$ cat config.mk
export PLATFORM = sky130hd
export DESIGN_NAME = square_ram_raster_loader
export DESIGN_NICKNAME = d
export VERILOG_FILES = /design/src/rtl/square_ram_pkg.sv /design/src/rtl/square_raster_counter.sv /design/src/rtl/square_ram_raster_loader.sv
export SDC_FILE = /design/constraint.sdc
export NUM_CORES = 1
export LEC_CHECK = 0
export ABC_CLOCK_PERIOD_IN_PS = 2800
export CORE_MARGIN = 4
export CORE_UTILIZATION = 37
export DETAILED_ROUTE_END_ITERATION = 10
export DONT_BUFFER_PORTS = 1
export GPL_ROUTABILITY_DRIVEN = 0
export PLACE_DENSITY = 0.6
export SYNTH_ARGS = -nofsm -noshare
export SYNTH_HDL_FRONTEND = slang
export SYNTH_SLANG_ARGS = --single-unit
$ cat constraint.sdc
create_clock -name clock -period 2.8 [get_ports clock]
set_input_delay 0.56 -clock clock [delete_from_list [all_inputs] [get_ports clock]]
set_output_delay 0.56 -clock clock [all_outputs]
set_load 0.005 [all_outputs]
$ cat src/rtl/square_ram_pkg.sv
// Shared types and default sizes for the square RAM and the stages that feed it.
package square_ram_pkg;

  localparam int SQUARE_RAM_DATA_WIDTH = 8;
  localparam int SQUARE_RAM_ADDR_WIDTH = 12;

  typedef enum logic [1:0] {
    IDLE = 2'd0,
    FILL = 2'd1,
    DONE = 2'd2
  } loader_state_t;

  // True when a counter value sits on the frame's highest index.
  function automatic logic index_at_last(
    input logic [SQUARE_RAM_ADDR_WIDTH-1:0] value,
    input logic [SQUARE_RAM_ADDR_WIDTH-1:0] last_index
  );
    return (value == last_index);
  endfunction

endpackage

$ cat src/rtl/square_raster_counter.sv
// Two-axis raster counter; order=0 steps y first (row-major), order=1 steps x first.
module square_raster_counter
  import square_ram_pkg::*;
#(
  parameter int ADDR_WIDTH = SQUARE_RAM_ADDR_WIDTH
) (
  input  logic                  clock,
  input  logic                  reset_n,
  input  logic                  clear,
  input  logic                  advance,
  input  logic [ADDR_WIDTH-1:0] last_index,
  input  logic                  order,
  output logic [ADDR_WIDTH-1:0] x,
  output logic [ADDR_WIDTH-1:0] y,
  output logic                  last
);

  localparam logic [ADDR_WIDTH-1:0] ONE  = ADDR_WIDTH'(1'b1);
  localparam logic [ADDR_WIDTH-1:0] ZERO = ADDR_WIDTH'(1'b0);

  logic [ADDR_WIDTH-1:0] x_r;
  logic [ADDR_WIDTH-1:0] y_r;
  logic [ADDR_WIDTH-1:0] x_next_s;
  logic [ADDR_WIDTH-1:0] y_next_s;
  logic                  x_at_last_s;
  logic                  y_at_last_s;

  // Wrap is an equality compare so the counters never run past last_index.
  always_comb begin
    x_at_last_s = (x_r == last_index);
    y_at_last_s = (y_r == last_index);
    x_next_s    = x_r;
    y_next_s    = y_r;
    if (order) begin
      if (x_at_last_s) begin
        x_next_s = ZERO;
        y_next_s = y_at_last_s ? ZERO : (y_r + ONE);
      end else begin
        x_next_s = x_r + ONE;
      end
    end else begin
      if (y_at_last_s) begin
        y_next_s = ZERO;
        x_next_s = x_at_last_s ? ZERO : (x_r + ONE);
      end else begin
        y_next_s = y_r + ONE;
      end
    end
  end

  // Counter registers: cleared on reset or frame start, stepped per accepted beat.
  always_ff @(posedge clock) begin
    if (!reset_n) begin
      x_r <= ZERO;
      y_r <= ZERO;
    end else if (clear) begin
      x_r <= ZERO;
      y_r <= ZERO;
    end else if (advance) begin
      x_r <= x_next_s;
      y_r <= y_next_s;
    end else begin
      x_r <= x_r;
      y_r <= y_r;
    end
  end

  assign x    = x_r;
  assign y    = y_r;
  assign last = x_at_last_s && y_at_last_s;

endmodule

$ cat src/rtl/square_ram_raster_loader.sv
// Stream-to-square-RAM raster loader. Optional column-major order via
// SQUARE_RAM_LOADER_TRANSPOSE_EN (adds the transpose input).
module square_ram_raster_loader
  import square_ram_pkg::*;
#(
  parameter int DATA_WIDTH = SQUARE_RAM_DATA_WIDTH,
  parameter int ADDR_WIDTH = SQUARE_RAM_ADDR_WIDTH
) (
  input  logic                  clock,
  input  logic                  reset_n,
  input  logic                  start,
  input  logic                  abort,
  input  logic [ADDR_WIDTH-1:0] last_index,
`ifdef SQUARE_RAM_LOADER_TRANSPOSE_EN
  input  logic                  transpose,
`endif
  input  logic                  s_valid,
  input  logic [DATA_WIDTH-1:0] s_data,
  output logic                  s_ready,
  output logic                  ram_write_enable,
  output logic [ADDR_WIDTH-1:0] ram_x,
  output logic [ADDR_WIDTH-1:0] ram_y,
  output logic [DATA_WIDTH-1:0] ram_in_data,
  output logic                  busy,
  output logic                  done
);

  loader_state_t         state_r;
  logic [ADDR_WIDTH-1:0] last_index_r;
  logic                  order_s;
  logic                  write_enable_r;
  logic [ADDR_WIDTH-1:0] x_out_r;
  logic [ADDR_WIDTH-1:0] y_out_r;
  logic [DATA_WIDTH-1:0] data_out_r;
  logic                  busy_r;
  logic                  done_r;

  logic                  ready_s;
  logic                  accept_s;
  logic                  clear_s;
  logic [ADDR_WIDTH-1:0] cnt_x_s;
  logic [ADDR_WIDTH-1:0] cnt_y_s;
  logic                  cnt_last_s;

`ifdef SQUARE_RAM_LOADER_TRANSPOSE_EN
  logic order_r;
  assign order_s = order_r;
`else
  assign order_s = 1'b0;
`endif

  // Handshake decode: abort blocks acceptance in the same cycle.
  always_comb begin
    ready_s  = (state_r == FILL) && !abort;
    accept_s = s_valid && ready_s;
    clear_s  = (state_r == IDLE) && start;
  end

  square_raster_counter #(
    .ADDR_WIDTH (ADDR_WIDTH)
  ) u_counter (
    .clock      (clock),
    .reset_n    (reset_n),
    .clear      (clear_s),
    .advance    (accept_s),
    .last_index (last_index_r),
    .order      (order_s),
    .x          (cnt_x_s),
    .y          (cnt_y_s),
    .last       (cnt_last_s)
  );

  // Frame FSM and registered RAM-side outputs.
  always_ff @(posedge clock) begin
    if (!reset_n) begin
      state_r        <= IDLE;
      last_index_r   <= '0;
      write_enable_r <= 1'b0;
      x_out_r        <= '0;
      y_out_r        <= '0;
      data_out_r     <= '0;
      busy_r         <= 1'b0;
      done_r         <= 1'b0;
`ifdef SQUARE_RAM_LOADER_TRANSPOSE_EN
      order_r        <= 1'b0;
`endif
    end else begin
      write_enable_r <= 1'b0;
      done_r         <= 1'b0;
      case (state_r)
        IDLE: begin
          if (start) begin
            state_r      <= FILL;
            last_index_r <= last_index;
            busy_r       <= 1'b1;
`ifdef SQUARE_RAM_LOADER_TRANSPOSE_EN
            order_r      <= transpose;
`endif
          end
        end
        FILL: begin
          if (abort) begin
            state_r <= IDLE;
            busy_r  <= 1'b0;
          end else if (accept_s) begin
            write_enable_r <= 1'b1;
            x_out_r        <= cnt_x_s;
            y_out_r        <= cnt_y_s;
            data_out_r     <= s_data;
            if (cnt_last_s) begin
              state_r <= DONE;
              done_r  <= 1'b1;
            end
          end
        end
        DONE: begin
          state_r <= IDLE;
          busy_r  <= 1'b0;
        end
        default: begin
          state_r <= IDLE;
          busy_r  <= 1'b0;
        end
      endcase
    end
  end

  assign s_ready          = ready_s;
  assign ram_write_enable = write_enable_r;
  assign ram_x            = x_out_r;
  assign ram_y            = y_out_r;
  assign ram_in_data      = data_out_r;
  assign busy             = busy_r;
  assign done             = done_r;

endmodule

== Word level (Yosys, flattened, before mapping) ==
Index checks and enable logic that the tools add are counted.
Operators by class
  bitwise operators: 4
  mux-type cells: 12
  equal/unequal tests: 7
  add/sub/neg operators: 2
  reduce and logical (&&, ||, !) cells: 14
Operator list (number)
  $add A12 B1 Y12 const B: 2
  $eq A12 B12 Y1: 2
  $mux W12: 2
  $mux W2: 4
  $ne A3 B3 Y1 const B: 2
  $reduce_and A2 Y1: 3
  $reduce_and A3 Y1: 2
  $logic_and A1 B1 Y1: 4
  $mux W1: 4
  $ne A2 B2 Y1 const B: 2
  $not A1 Y1: 4
  $pmux W2 S2: 1
  $reduce_or A4 Y1: 1
  $reduce_or A3 Y1: 1
  $eq A2 B1 Y1 const B: 1
  $logic_not A2 Y1: 1
  $pmux W1 S2: 1
  $reduce_or A2 Y1: 1
  $logic_not A1 Y1: 1
Word-level totals
  logic and storage cells: 49
  input bits: 25
  flip-flop bits (word level): 73

== Logic depth before layout (Yosys ltp) ==
Gate-level depths: netlist of run 1.
  depth in word-level cells: 6
  mapped depth: 8
  mapped depth without buffers: 5

== Modules after synthesis ==
From an unflattened synthesis of run 1, not the netlist that was laid out.
Second synthesis, totals
  cells, all modules: 414
  area total of the unflattened synthesis: 3599.7 µm²
By module, submodules not included
  square_ram_raster_loader: sequential area each 980.9 µm², times used 1, area an instance 1951.9 µm², cells an instance 209
  square_raster_counter: sequential area each 480.5 µm², times used 1, area an instance 1647.8 µm², cells an instance 205

== Worst setup path before layout of run 1 ==
No wires, ideal clock.
  path type: register to register
  start point: register u_counter.y_r[3] (netlist: u_counter.y[3])
  end point: register u_counter.x_r[9] (netlist: u_counter.x[9])
  stages on the path, launching flop included: 8
  path slack: 853 ps
  arrival: 1878 ps
  required time: 2730 ps
  path buffers: 2
  path through: dfxtp_1 buf_6 xor2_1 nor4_2 nand4_2 buf_6 or4_1 a21oi_1
Between the ends
  word-level cells in the longest chain between the ends: 2
RTL lines
  from (decl): line square_raster_counter.sv:22  | logic [ADDR_WIDTH-1:0] y_r;
  from (signal assigned): line square_raster_counter.sv:61  | y_r <= y_next_s;
  from (signal assigned): line square_raster_counter.sv:64  | y_r <= y_r;
  $eq A12 B12 Y1: line square_raster_counter.sv:31  | y_at_last_s = (y_r == last_index);
  $reduce_and A2 Y1 (no source line)
  to (signal assigned): line square_raster_counter.sv:60  | x_r <= x_next_s;
  to (signal assigned): line square_raster_counter.sv:63  | x_r <= x_r;
  to (decl): line square_raster_counter.sv:21  | logic [ADDR_WIDTH-1:0] x_r;
Every way passes these cells.
A chain may end at the register's enable or synchronous reset.

== Final worst setup path of run 1 ==
  start point: register last_index_r[8]
  end point: register u_counter.x_r[8] (netlist: u_counter.x[8])
Between the ends
  word-level cells in the longest chain between the ends: 2
RTL lines
  from (decl): line square_ram_raster_loader.sv:29  | logic [ADDR_WIDTH-1:0] last_index_r;
  from (signal assigned): line square_ram_raster_loader.sv:94  | last_index_r <= last_index;
  $eq A12 B12 Y1 (on tied branches): line square_raster_counter.sv:30, square_raster_counter.sv:31
  $mux W12 / $reduce_and A2 Y1 (equally long branches)
Several ways; a longest one is shown, not always the timed one.

==> results of run 1 <==
[per-layer routing]
metal	share of wire (%)	global-route usage (%)
met4	1.9	7.88
met1	48	20.1
met5	0	0
met2	42	21.2
met3	8.1	5.66
[cell usage in the layout (no fill, tap or decap)]
cell | Yosys | routed
a211oi_1 | 1 | 1
a21oi_1 | 46 | 46
a22o_1 | 12 | 12
and3_1 | 2 | 2
and4_1 | 1 | 1
and4bb_2 | 1 | 1
buf_4 | 0 | 5
bufinv_16 | 0 | 2
clkbuf_1 | 12 | 1
clkbuf_8 | 0 | 10
clkinv_1 | 1 | 1
clkinv_2 | 0 | 2
clkinv_4 | 0 | 1
dfxtp_1 | 73 | 73
ha_1 | 2 | 2
inv_1 | 6 | 6
nand2_1 | 80 | 80
nand2b_1 | 3 | 3
nand3_1 | 10 | 10
nand4_1 | 4 | 4
nand4_2 | 1 | 1
nand4bb_1 | 1 | 1
nor2_1 | 18 | 18
nor3_1 | 7 | 7
nor4_1 | 6 | 6
nor4_2 | 3 | 3
o21ai_0 | 4 | 4
o31ai_1 | 8 | 8
or3_1 | 2 | 2
or3b_2 | 1 | 1
or4_1 | 9 | 9
xnor2_1 | 7 | 7
xor2_1 | 28 | 28
[flip-flops by register name (all words and copies together) (netlist names)]
signal            flops
done                  1
ram_x                12
last_index_r         12
ram_y                12
ram_in_data           8
state_r               2
busy                  1
u_counter.x          12
u_counter.y          12
ram_write_enable      1
[worst max-delay path, stage by stage (launching register included)]
cell,delay [ns]
dfxtp_1,0.45
xor2_1,0.15
nor4_2,0.39
nand4_2,0.52
or4_1,0.67
a21oi_1,0.16
[stage by stage]
| step | power (W) | setup slack, ns | hold slack, ns | instance area, µm² | util [%] |
|---|---|---|---|---|---|
| 2_1_floorplan | 0.00118 | 0.853 | 0.453 | 3060 | - |
| 3_3_place_gp | 0.00121 | 0.534 | 0.464 | 3130 | 39.6 |
| 3_5_place_dp | 0.00121 | 0.448 | 0.470 | 3130 | 39.6 |
| 4_1_cts | 0.00212 | 0.421 | 0.311 | 3350 | 42.4 |
| 5_1_grt | 0.00218 | 0.209 | 0.313 | 3350 | 42.4 |
| 6_report | 0.00209 | 0.405 | 0.334 | 3350 | 42.4 |
[final cells by class]
type | instances | area [µm²]
well taps | 102 | 128
clock inverters | 5 | 78.8
inverters | 7 | 26.3
fillers | 778 | 4540
multi-input cells | 257 | 1470
flip-flops and latches | 73 | 1460
repair buffers | 5 | 37.5
clock buffers | 11 | 141
[worst paths after layout]
kind	startpoint	end	cells after the start
max	last_index_r[8]	u_counter.x[8]	5
max reg2reg	last_index_r[8]	u_counter.x[8]	5
min reg2reg	ram_in_data[1]	ram_in_data[1]	2
min	last_index[6]	last_index_r[6]	1
[power groups by stage]
| stage | Sequential [W] | Combinational (W) | Clock (W) |
|---|---|---|---|
| detailed placement | 0.00110 | 0.000113 | 0 |
| finish | 0.00108 | 0.000113 | 0.000904 |
| CTS | 0.00108 | 0.000114 | 0.000933 |
| floorplan | 0.00109 | 0.0000897 | 0 |
| global placement | 0.00110 | 0.000111 | 0 |
| global route | 0.00108 | 0.000127 | 0.000974 |
[cells by family (layout without fill, tap and decap cells)]
group	after synthesis	in the layout	synth area share, %
AND/OR/NAND/NOR	149	149	23.5
adder cells (fa/ha/maj)	2	2	0.818
AO/OA/AOI/OAI	71	71	13.8
XOR/XNOR	35	35	10.0
buffers and inverters	27	28	4.09
flip-flops	73	73	47.8
==> impl_metrics.env, run 1 <==
export IMPL_p_sw_w=0.000471
export IMPL_dp_hpwl_um=5070
export IMPL_ys_ff_latch=73
export IMPL_max_cap_viol_count=0
export IMPL_synth_top_area_cell="dfxtp_1"
export IMPL_antenna_found_initial=0
export IMPL_cts_htree_levels=3
export IMPL_numCtsBuffers=9
export IMPL_yosysWarnings=0
export IMPL_critPathKind="reg -> reg"
export IMPL_ys_async_sr_fraction_pct=0
export IMPL_start_util_pct=38.8
export IMPL_routedWlPerCell_um=15.5
export IMPL_fmax_mhz=418
export IMPL_grt_max_degree=38
export IMPL_nets=380
export IMPL_period_needed_ns=2.39
export IMPL_overflow=0
export IMPL_min_period_over_period_pct=85.5
export IMPL_hold_class="in -> reg"
export IMPL_clk_path_buf_depth=2
export IMPL_peakVddDrop_v=0.000217
export IMPL_grt_pass1_vias=2239
export IMPL_start_kind="register"
export IMPL_finalSetupTns_ns=0
export IMPL_syn_nets=384
export IMPL_dp_cells=444
export IMPL_syn_area_per_cell_um2=8.57
export IMPL_viasPerCell=5.23
export IMPL_drc_errors=0
export IMPL_rows=32
export IMPL_routed_wirelength_um=7140
export IMPL_final_hold_viol_count=0
export IMPL_synth_edf_count=0
export IMPL_comb_power_share_pct=5.4
export IMPL_synth_cell_types=31
export IMPL_synthTopCellsByCount="nand2_1, dfxtp_1, a21oi_1"
export IMPL_drv_slew=0
export IMPL_vias=2408
export IMPL_crit_required_ns=3.08
export IMPL_p_clk_share_pct=43.2
export IMPL_core_area_um2=7890
export IMPL_postCtsResizedCells=0
export IMPL_synth_top_area_share_pct=47.8
export IMPL_power_density_nw_per_um2=625
export IMPL_clkTransAtPathRegs_ns=0.07
export IMPL_layout_cells_non_filler=460
export IMPL_sequentialPowerShare_pct=51.4
export IMPL_ctsHoldBuffers=0
export IMPL_intPower_w=0.00162
export IMPL_status="complete, no violations"
export IMPL_dieArea_um2=9790
export IMPL_cp_arrival_ns=2.68
export IMPL_postCtsSetupRepairBufs=0
export IMPL_ios=61
export IMPL_antenna_cells=0
export IMPL_syn_cell_area_um2=3060
export IMPL_groute_usage_overall_pct=15.1
export IMPL_grt_first_pass_wirelength_um=11600
export IMPL_drt_antenna_violating_nets=0
export IMPL_drt_initial_drc_count=114
export IMPL_drt_pass1_iter_count=5
export IMPL_clkLatencyLatePin_ns=0.35
export IMPL_synthCells=357
export IMPL_reg2reg_slack_ns=0.41
export IMPL_area_delta_synth_final_pct=9.37
export IMPL_leakage_nw=1.21
export IMPL_synth_area_leaders="dfxtp_1, nand2_1, xor2_1, a21oi_1, a22o_1"
export IMPL_path_max_fanout=25
export IMPL_worst_pin_slew_ns=0.860
export IMPL_port_buffers=0
export IMPL_drive_above_1_share_pct=7.26
export IMPL_end_kind="register"
export IMPL_finalSetupViolations=0
export IMPL_cts_root_buffer="clkbuf_8"
export IMPL_clock_skew_ns=0.00855
export IMPL_cts_sinks=73
export IMPL_chipWidth_um=98.9
export IMPL_die_y_um=98.9
export IMPL_switching_share_pct=22.5
export IMPL_post_synth_top_count_cell="nand2_1"
export IMPL_slew_headroom_pct=42.5
export IMPL_ys_seq_area_share_pct=47.8
export IMPL_cts_tree="yes"
export IMPL_rsz0062_at_grt="no"
export IMPL_ys_flop_type="dfxtp_1"
(Power assumes the default switching activity.)
==> inputs of run 2 (changes only) <==
Settings changed: SLEW_MARGIN from default to 20.
==> results of run 2 <==
Final layout, timing and power as in run 1 (identical DEF).
==> inputs of run 3 (changes only) <==
Settings changed: GPL_TIMING_DRIVEN from default to 0.
==> impl_metrics.env, run 3 (synthesis gave the netlist of run 1 again) <==
export IMPL_cts_tree="yes"
export IMPL_die_y_um=98.9
export IMPL_drive_above_1_share_pct=6.43
export IMPL_area_delta_synth_final_pct=10.3
export IMPL_whs_ns=0.336
export IMPL_crit_top_cell="buf_6"
export IMPL_cp_top_family="simple AND/OR/NAND/NOR gates"
export IMPL_postCtsResizedCells=0
export IMPL_crit_path_end="u_counter.y[10]"
export IMPL_finalSetupViolations=0
export IMPL_total_power_w=0.00199
export IMPL_start_kind="register"
export IMPL_min_period_over_period_pct=80.3
export IMPL_nets=395
export IMPL_path_max_fanout=10
export IMPL_startpoint="u_counter.y[3]"
export IMPL_crit_slowest_cell="nor4_2"
export IMPL_final_hold_viol_count=0
export IMPL_dp_hpwl_um=5510
export IMPL_ios=61
export IMPL_slew_headroom_pct=54.6
export IMPL_drt_antenna_violating_nets=0
export IMPL_max_cap_viol_count=0
export IMPL_rows=32
export IMPL_finalSetupTns_ns=0
export IMPL_clkLatencyLatePin_ns=0.35
export IMPL_status="complete, no violations"
export IMPL_drt_initial_drc_count=133
export IMPL_layout_common_cells="nand2_1, dfxtp_1, a21oi_1"
export IMPL_peakVddDrop_v=0.000284
export IMPL_reg2reg_from="u_counter.y[3]"
export IMPL_rsz0062_at_grt="no"
export IMPL_r2r_end="u_counter.y[10]"
export IMPL_clkTransAtPathRegs_ns=0.08
export IMPL_seq_area_um2=1460
export IMPL_vias=2513
export IMPL_fin_area_um2=3370
export IMPL_critPathKind="reg -> reg"
export IMPL_routedWlPerCell_um=15.6
export IMPL_grt_pass1_vias=2362
export IMPL_multi_input_area_um2=1470
export IMPL_final_common_cell="nand2_1"
export IMPL_clk_path_buf_depth=2
export IMPL_path_cells="buf_6, xor2_1, nor4_2, nand4_2, buf_6, clkbuf_1, nand2_1, nor2_1"
export IMPL_cts_htree_levels=3
export IMPL_post_dp_cell_area_um2=3190
export IMPL_grt_first_pass_wirelength_um=12200
export IMPL_core_area_um2=7890
export IMPL_port_buffers=0
export IMPL_path_depth=8
export IMPL_power_density_nw_per_um2=590
export IMPL_clock_skew_ns=0.0118
export IMPL_routed_wirelength_um=7390
export IMPL_start_util_pct=38.8
export IMPL_r2r_cells=8
export IMPL_end_kind="register"
export IMPL_grt_max_degree=13
export IMPL_overflow=0
export IMPL_chipWidth_um=98.9
export IMPL_hold_class="in -> reg"
export IMPL_critPathMaxStageDelay_ns=0.37
export IMPL_antenna_cells=0
export IMPL_drv_slew=0
export IMPL_drc_errors=0
export IMPL_postCtsSetupRepairBufs=0
export IMPL_crit_required_ns=3.03
export IMPL_numCtsBuffers=9
export IMPL_reg2reg_slack_ns=0.55
export IMPL_fmax_mhz=445
export IMPL_dieArea_um2=9790
export IMPL_groute_usage_overall_pct=15.7
export IMPL_viasPerCell=5.29
export IMPL_drt_pass1_iter_count=5
export IMPL_fill_cells=805
export IMPL_critPathBufInv=3
export IMPL_period_needed_ns=2.25
export IMPL_leakage_nw=1.21
export IMPL_cts_sinks=73
export IMPL_ctsHoldBuffers=0
export IMPL_cp_arrival_ns=2.47
export IMPL_worst_pin_slew_ns=0.674
export IMPL_antenna_found_initial=0
export IMPL_cts_root_buffer="clkbuf_8"
==> run 3: cell types whose count changed in the layout (fill, tap and decap cells not counted) <==
cell / previous run / this run
buf_1: 0 / 4
buf_2: 0 / 1
buf_4: 5 / 0
buf_6: 0 / 3
bufinv_16: 2 / 1
clkbuf_1: 1 / 14
clkbuf_8: 10 / 9
clkinvlp_4: 0 / 1
==> run 3: cell type report <==
class	count	area share, %
multi-input cells	257	43.6
flip-flops and latches	73	43.3
clock buffers	11	3.89
well taps	102	3.78
plain buffers	20	2.93
clock inverters	5	1.67
inverters	7	0.779
==> run 3: how the worst min path moves through the flow <==
stage                         from               to  slack, ns  cells after the start
finish               last_index[7]  last_index_r[7]       0.34                      1
detailed placement  ram_in_data[3]   ram_in_data[3]       0.47                      2
global placement    ram_in_data[2]   ram_in_data[2]       0.46                      2
floorplan                     busy             busy       0.45                      2
global route         last_index[3]  last_index_r[3]       0.31                      1
CTS                  last_index[9]  last_index_r[9]       0.32                      1
==> run 3: worst register-to-register path: stages (launching register included) <==
cell and delay, ns:
dfxtp_1 0.31, buf_6 0.13, xor2_1 0.17, nor4_2 0.37
nand4_2 0.25, buf_6 0.21, clkbuf_1 0.24, nand2_1 0.35
nor2_1 0.09
==> run 3: per-stage QoR <==
stage | instances | utilization (%) | setup WS, ns
after floorplan | 357 | - | 0.853
after global routing | 475 | 42.8 | 0.309
after CTS | 475 | 42.8 | 0.540
after detailed placement | 459 | 40.4 | 0.556
after global placement | 459 | 40.4 | 0.600
final | 475 | 42.8 | 0.551
==> run 3: power by group <==
group,total (W),switching [W],leakage [nW],internal [W]
clock,0.000798,0.000388,0.0933,0.000411
sequential,0.00108,0.0000216,0.591,0.00105
combinational,0.000114,0.0000734,0.521,0.0000411
total,0.00199,0.000483,1.21,0.00151
==> run 3: routing by layer <==
metal / GRT usage (%) / vias to the layer above / share of wire [%] / wire (µm)
met4: 8.51 / 0 / 3.0 / 223
met5: 0 / - / 0 / 0
li1: - / 1262 / - / -
met1: 20.9 / 1155 / 47 / 3490
met2: 22.4 / 78 / 43 / 3150
met3: 5.02 / 18 / 7.0 / 520
==> RTL change 1 (settings of run 2) <==
Encoding of `loader_state_t`: now one-hot (3 bits for 3 states).
--- a/src/rtl/square_ram_pkg.sv
+++ b/src/rtl/square_ram_pkg.sv
@@ -4,10 +4,10 @@
   localparam int SQUARE_RAM_DATA_WIDTH = 8;
   localparam int SQUARE_RAM_ADDR_WIDTH = 12;
 
-  typedef enum logic [1:0] {
-    IDLE = 2'd0,
-    FILL = 2'd1,
-    DONE = 2'd2
+  typedef enum logic [2:0] {
+    IDLE = 3'b001,
+    FILL = 3'b010,
+    DONE = 3'b100
   } loader_state_t;
 
   // True when a counter value sits on the frame's highest index.
Formal check against the unedited RTL: no difference found for any inputs over 4 cycles, from zero or initial values and one cycle with reset_n low; so few cycles prove little.
==> RTL change 1 against run 2 <==
Cell area rose by 2.7%; routed wire length rose by 5.6%; power fell by 3.2%; area after synthesis rose by 2.8%; hold slack got worse by 0.033 ns; cell count rose by 6.5%; sequential share of layout area fell by 0.56 points; worst setup slack got worse by 0.060 ns; sequential cell count rose by 1; largest cell class unchanged.
==> RTL change 1: results (changes against run 2) <==
Detail-routed via count per cell: 5.28 (was 5.23)
Layout cells sized above 1: 0.0753 (was 0.0726)
Avg Cell Area, Syn: 8.19 sq um (was 8.57 sq um)
FILL cells: 869 (was 778)
DP Wirelength: 5400 um (was 5070 um)
Top cells by count, synth: 103 x nand2_1, 74 x dfxtp_1, 57 x a21oi_1 (was 80 x nand2_1, 73 x dfxtp_1, 46 x a21oi_1)
DRT Pass-1 Iters: 4 (was 5)
Metal3 WL: 455 um (was 577 um)
Worst reg2reg setup slack: 0.35 ns (was 0.41 ns)
GRT met2 Usage: 0.227 (was 0.212)
Dpl ws: 0.328 ns (was 0.448 ns)
WL met2: 3290 um (was 3030 um)
Status: complete, no violations (unchanged)
Lkg Pwr: 1.25 nW (was 1.21 nW)
CP max stage delay: 0.65 ns (was 0.67 ns)
Worst vdd ir: 0.000294 V (was 0.000217 V)
WL per Instance: 15.4 um (was 15.5 um)
Post-synth cell types: 32 (was 31)
Inst Count DP: 475 (was 444)
Sequential fraction of the synthesis area: 0.471 (was 0.478)
Cell Area, Placed: 0.00324 sq mm (was 0.00313 sq mm)
DRT iter0 DRCs: 145 (was 114)
Final Non-Filler Cells: 490 (was 460)
Seq cells post-synth: 74 (was 73)
Final period util: 0.877 (was 0.855)
Crit path max fanout: 18 (was 25)
Worst hold-check slack: 0.302 ns (was 0.334 ns)
GR met1 Demand/Resource: 0.213 (was 0.201)
Core Util, Final: 0.416 (was 0.424)
Largest net degree at the start of global routing: 48 (was 38)
## RTL change 1: changes by cell type after synthesis, moves of 3 or more
cell      change
nand2b_1      -3
clkbuf_1      +3
nand2_1      +23
a21oi_1      +11
nor3_1        -4
buf_2         +5
nand4_1       +5
a22o_1       -12
buf_1         -4
and4_1        +5
buf_6         -3
## RTL change 1: layout make-up
type	count	share of cell area
repair buffers	7	0.0153
multi-input cells	284	0.453
clock inverters	5	0.0160
flip-flops and latches	74	0.431
clock buffers	10	0.0401
well taps	105	0.0382
inverters	5	0.00583
## RTL change 1: path summary, 6_finish.rpt
kind                                       end           start  cells after the start
worst min register to register        ram_x[5]        ram_x[5]                      2
worst max register to register  u_counter.x[9]  u_counter.y[5]                      5
worst min-delay path                state_r[1]         s_valid                      1
worst max-delay path            u_counter.x[9]  u_counter.y[5]                      5
## RTL change 1: worst max-delay path, delay by kind of cell (launching register included)
family / cells / cell delay (ns)
AND/OR/NAND/NOR: 3 / 1.64
flip-flops: 1 / 0.46
AO/OA/AOI/OAI: 1 / 0.15
XOR/XNOR: 1 / 0.14
## RTL change 1: kinds of logic after synthesis
| family | synth area share |
|---|---|
| simple gates | 0.263 |
| buf+inv | 0.0338 |
| xor+xnor | 0.0975 |
| fa+ha+maj | 0.00795 |
| flops | 0.471 |
| compound gates | 0.127 |
## RTL change 1: power groups by stage
stage	combinational (W)	clock [W]	sequential, W
3_5_place_dp	0.000118	0	0.00111
2_1_floorplan	0.0000923	0	0.00110
6_report	0.000119	0.000821	0.00109
5_1_grt	0.000134	0.000888	0.00109
3_3_place_gp	0.000117	0	0.00111
4_1_cts	0.000119	0.000848	0.00109
==> RTL change 2 (flow settings as in run 2) <==
Made on the original files. The package constant `SQUARE_RAM_DATA_WIDTH` goes from 8 to 12.
--- a/src/rtl/square_ram_pkg.sv
+++ b/src/rtl/square_ram_pkg.sv
@@ -1,7 +1,7 @@
 // Shared types and default sizes for the square RAM and the stages that feed it.
 package square_ram_pkg;
 
-  localparam int SQUARE_RAM_DATA_WIDTH = 8;
+  localparam int SQUARE_RAM_DATA_WIDTH = 12;
   localparam int SQUARE_RAM_ADDR_WIDTH = 12;
 
   typedef enum logic [1:0] {
Interface: changed (resized ram_in_data and s_data); port bits go from 61 to 69. No check against the original RTL was run, so the function may have changed too.
==> RTL change 2 against run 2 <==
Routed wire length up 6.2%; die area up 4.3%; sequential cell count grew 4; power down 0.29%; sequential power up 5%; worst setup slack gained 0.089 ns; critical path depth did not move; cell area up 4.2%; clock power shrank 8.4%; area after synthesis is 4.7% higher; highest routed layer unchanged.
==> RTL change 2: results (changes against run 2) <==
Status: complete, no violations (unchanged)
Area contributors post-synth: dfxtp_1 48%, nand2_1 10%, a21oi_1 7.8% (was dfxtp_1 48%, nand2_1 9.8%, xor2_1 8.0%)
Worst-Margin Slew: 0.899 ns (was 0.860 ns)
Largest net degree at the start of global routing: 43 (was 38)
Vias in the first global route: 2266 (was 2239)
Fin nets: 398 (was 380)
RR Endpoint: u_counter.x[9] (was u_counter.x[8])
Hold Path End: last_index_r[11] (was last_index_r[6])
Reg2reg start: u_counter.y[3] (was last_index_r[8])
GRT met2 Usage: 0.220 (was 0.212)
Hold Startpoint: last_index[11] (was last_index[6])
DRT iter0 DRCs: 140 (was 114)
Crit path max fanout: 23 (was 25)
First-pass GRT wire length: 12100 um (was 11600 um)
Worst hold-check slack: 0.337 ns (was 0.334 ns)
Lkg Pwr: 1.24 nW (was 1.21 nW)
DP Wirelength: 5420 um (was 5070 um)
Final Non-Filler Cells: 477 (was 460)
Met3 routing resource usage after global routing: 0.0533 (was 0.0566)
Inst Count DP: 461 (was 444)
Compound-gate portion of the synthesized area: 0.139 (was 0.138)
Synth Area in Adders: 0.00781 (was 0.00818)
Clk_skew: 0.00943 ns (was 0.00855 ns)
Mapped Nets: 405 (was 384)
Worst vdd ir: 0.000253 V (was 0.000217 V)
Avg Cell Area, Syn: 8.56 sq um (was 8.57 sq um)
Total number of vias: 2524 (was 2408)
Top cells by count, synth: 87 x nand2_1, 77 x dfxtp_1, 50 x a21oi_1 (was 80 x nand2_1, 73 x dfxtp_1, 46 x a21oi_1)
DRT Pass-1 Iters: 4 (was 5)
GR Util All Layers: 0.152 (was 0.151)
RTL change 2: cell count changes in the layout (fill, tap and decap cells not counted), moves of 2 or more:
cell | run 2 | this run
dfxtp_1 | 73 | 77
nand3_1 | 10 | 12
nor4_1 | 6 | 3
nand4_1 | 4 | 6
nand2_1 | 80 | 87
nor4_2 | 3 | 0
a21oi_1 | 46 | 50
nor4_4 | 0 | 3
RTL change 2: metal layers:
metal,vias up,routed length (um)
li1,1268,-
met2,67,3460
met1,1182,3570
met3,7,472
met4,0,87
met5,-,0
RTL change 2: area by class of cell:
cell class,instances,area [sq um]
inverter,7,26.3
multi-input combinational,266,1550
clock inverter,4,47.5
timing repair buffer,6,45.0
fill,820,4810
clock buffer,12,145
sequential,77,1540
tap,105,131
RTL change 2: report_power, final:
part | total (W) | switching (W) | internal (W)
sequential | 0.00113 | 0.0000217 | 0.00111
combinational | 0.000124 | 0.0000766 | 0.0000474
clock | 0.000828 | 0.000394 | 0.000434
total | 0.00209 | 0.000492 | 0.00159
RTL change 2: stage by stage:
step | cell area, sq um | setup WS [ns]
global route | 3490 | 0.301
CTS | 3490 | 0.498
finish | 3490 | 0.494
floorplan | 3200 | 0.781
detailed placement | 3290 | 0.490
global placement | 3290 | 0.598
RTL change 2: logic make-up after synthesis:
logic type | count (synthesis)
compound gates | 75
flops | 77
simple gates | 154
fa+ha+maj | 2
xor+xnor | 35
buf+inv | 31
RTL change 2: critical path, cell delays in order, from the launching register on:
cell	delay, ns
dfxtp_1	0.46
xor2_1	0.15
nor4_4	0.38
nand4_2	0.46
or4_1	0.65
a21oi_1	0.15
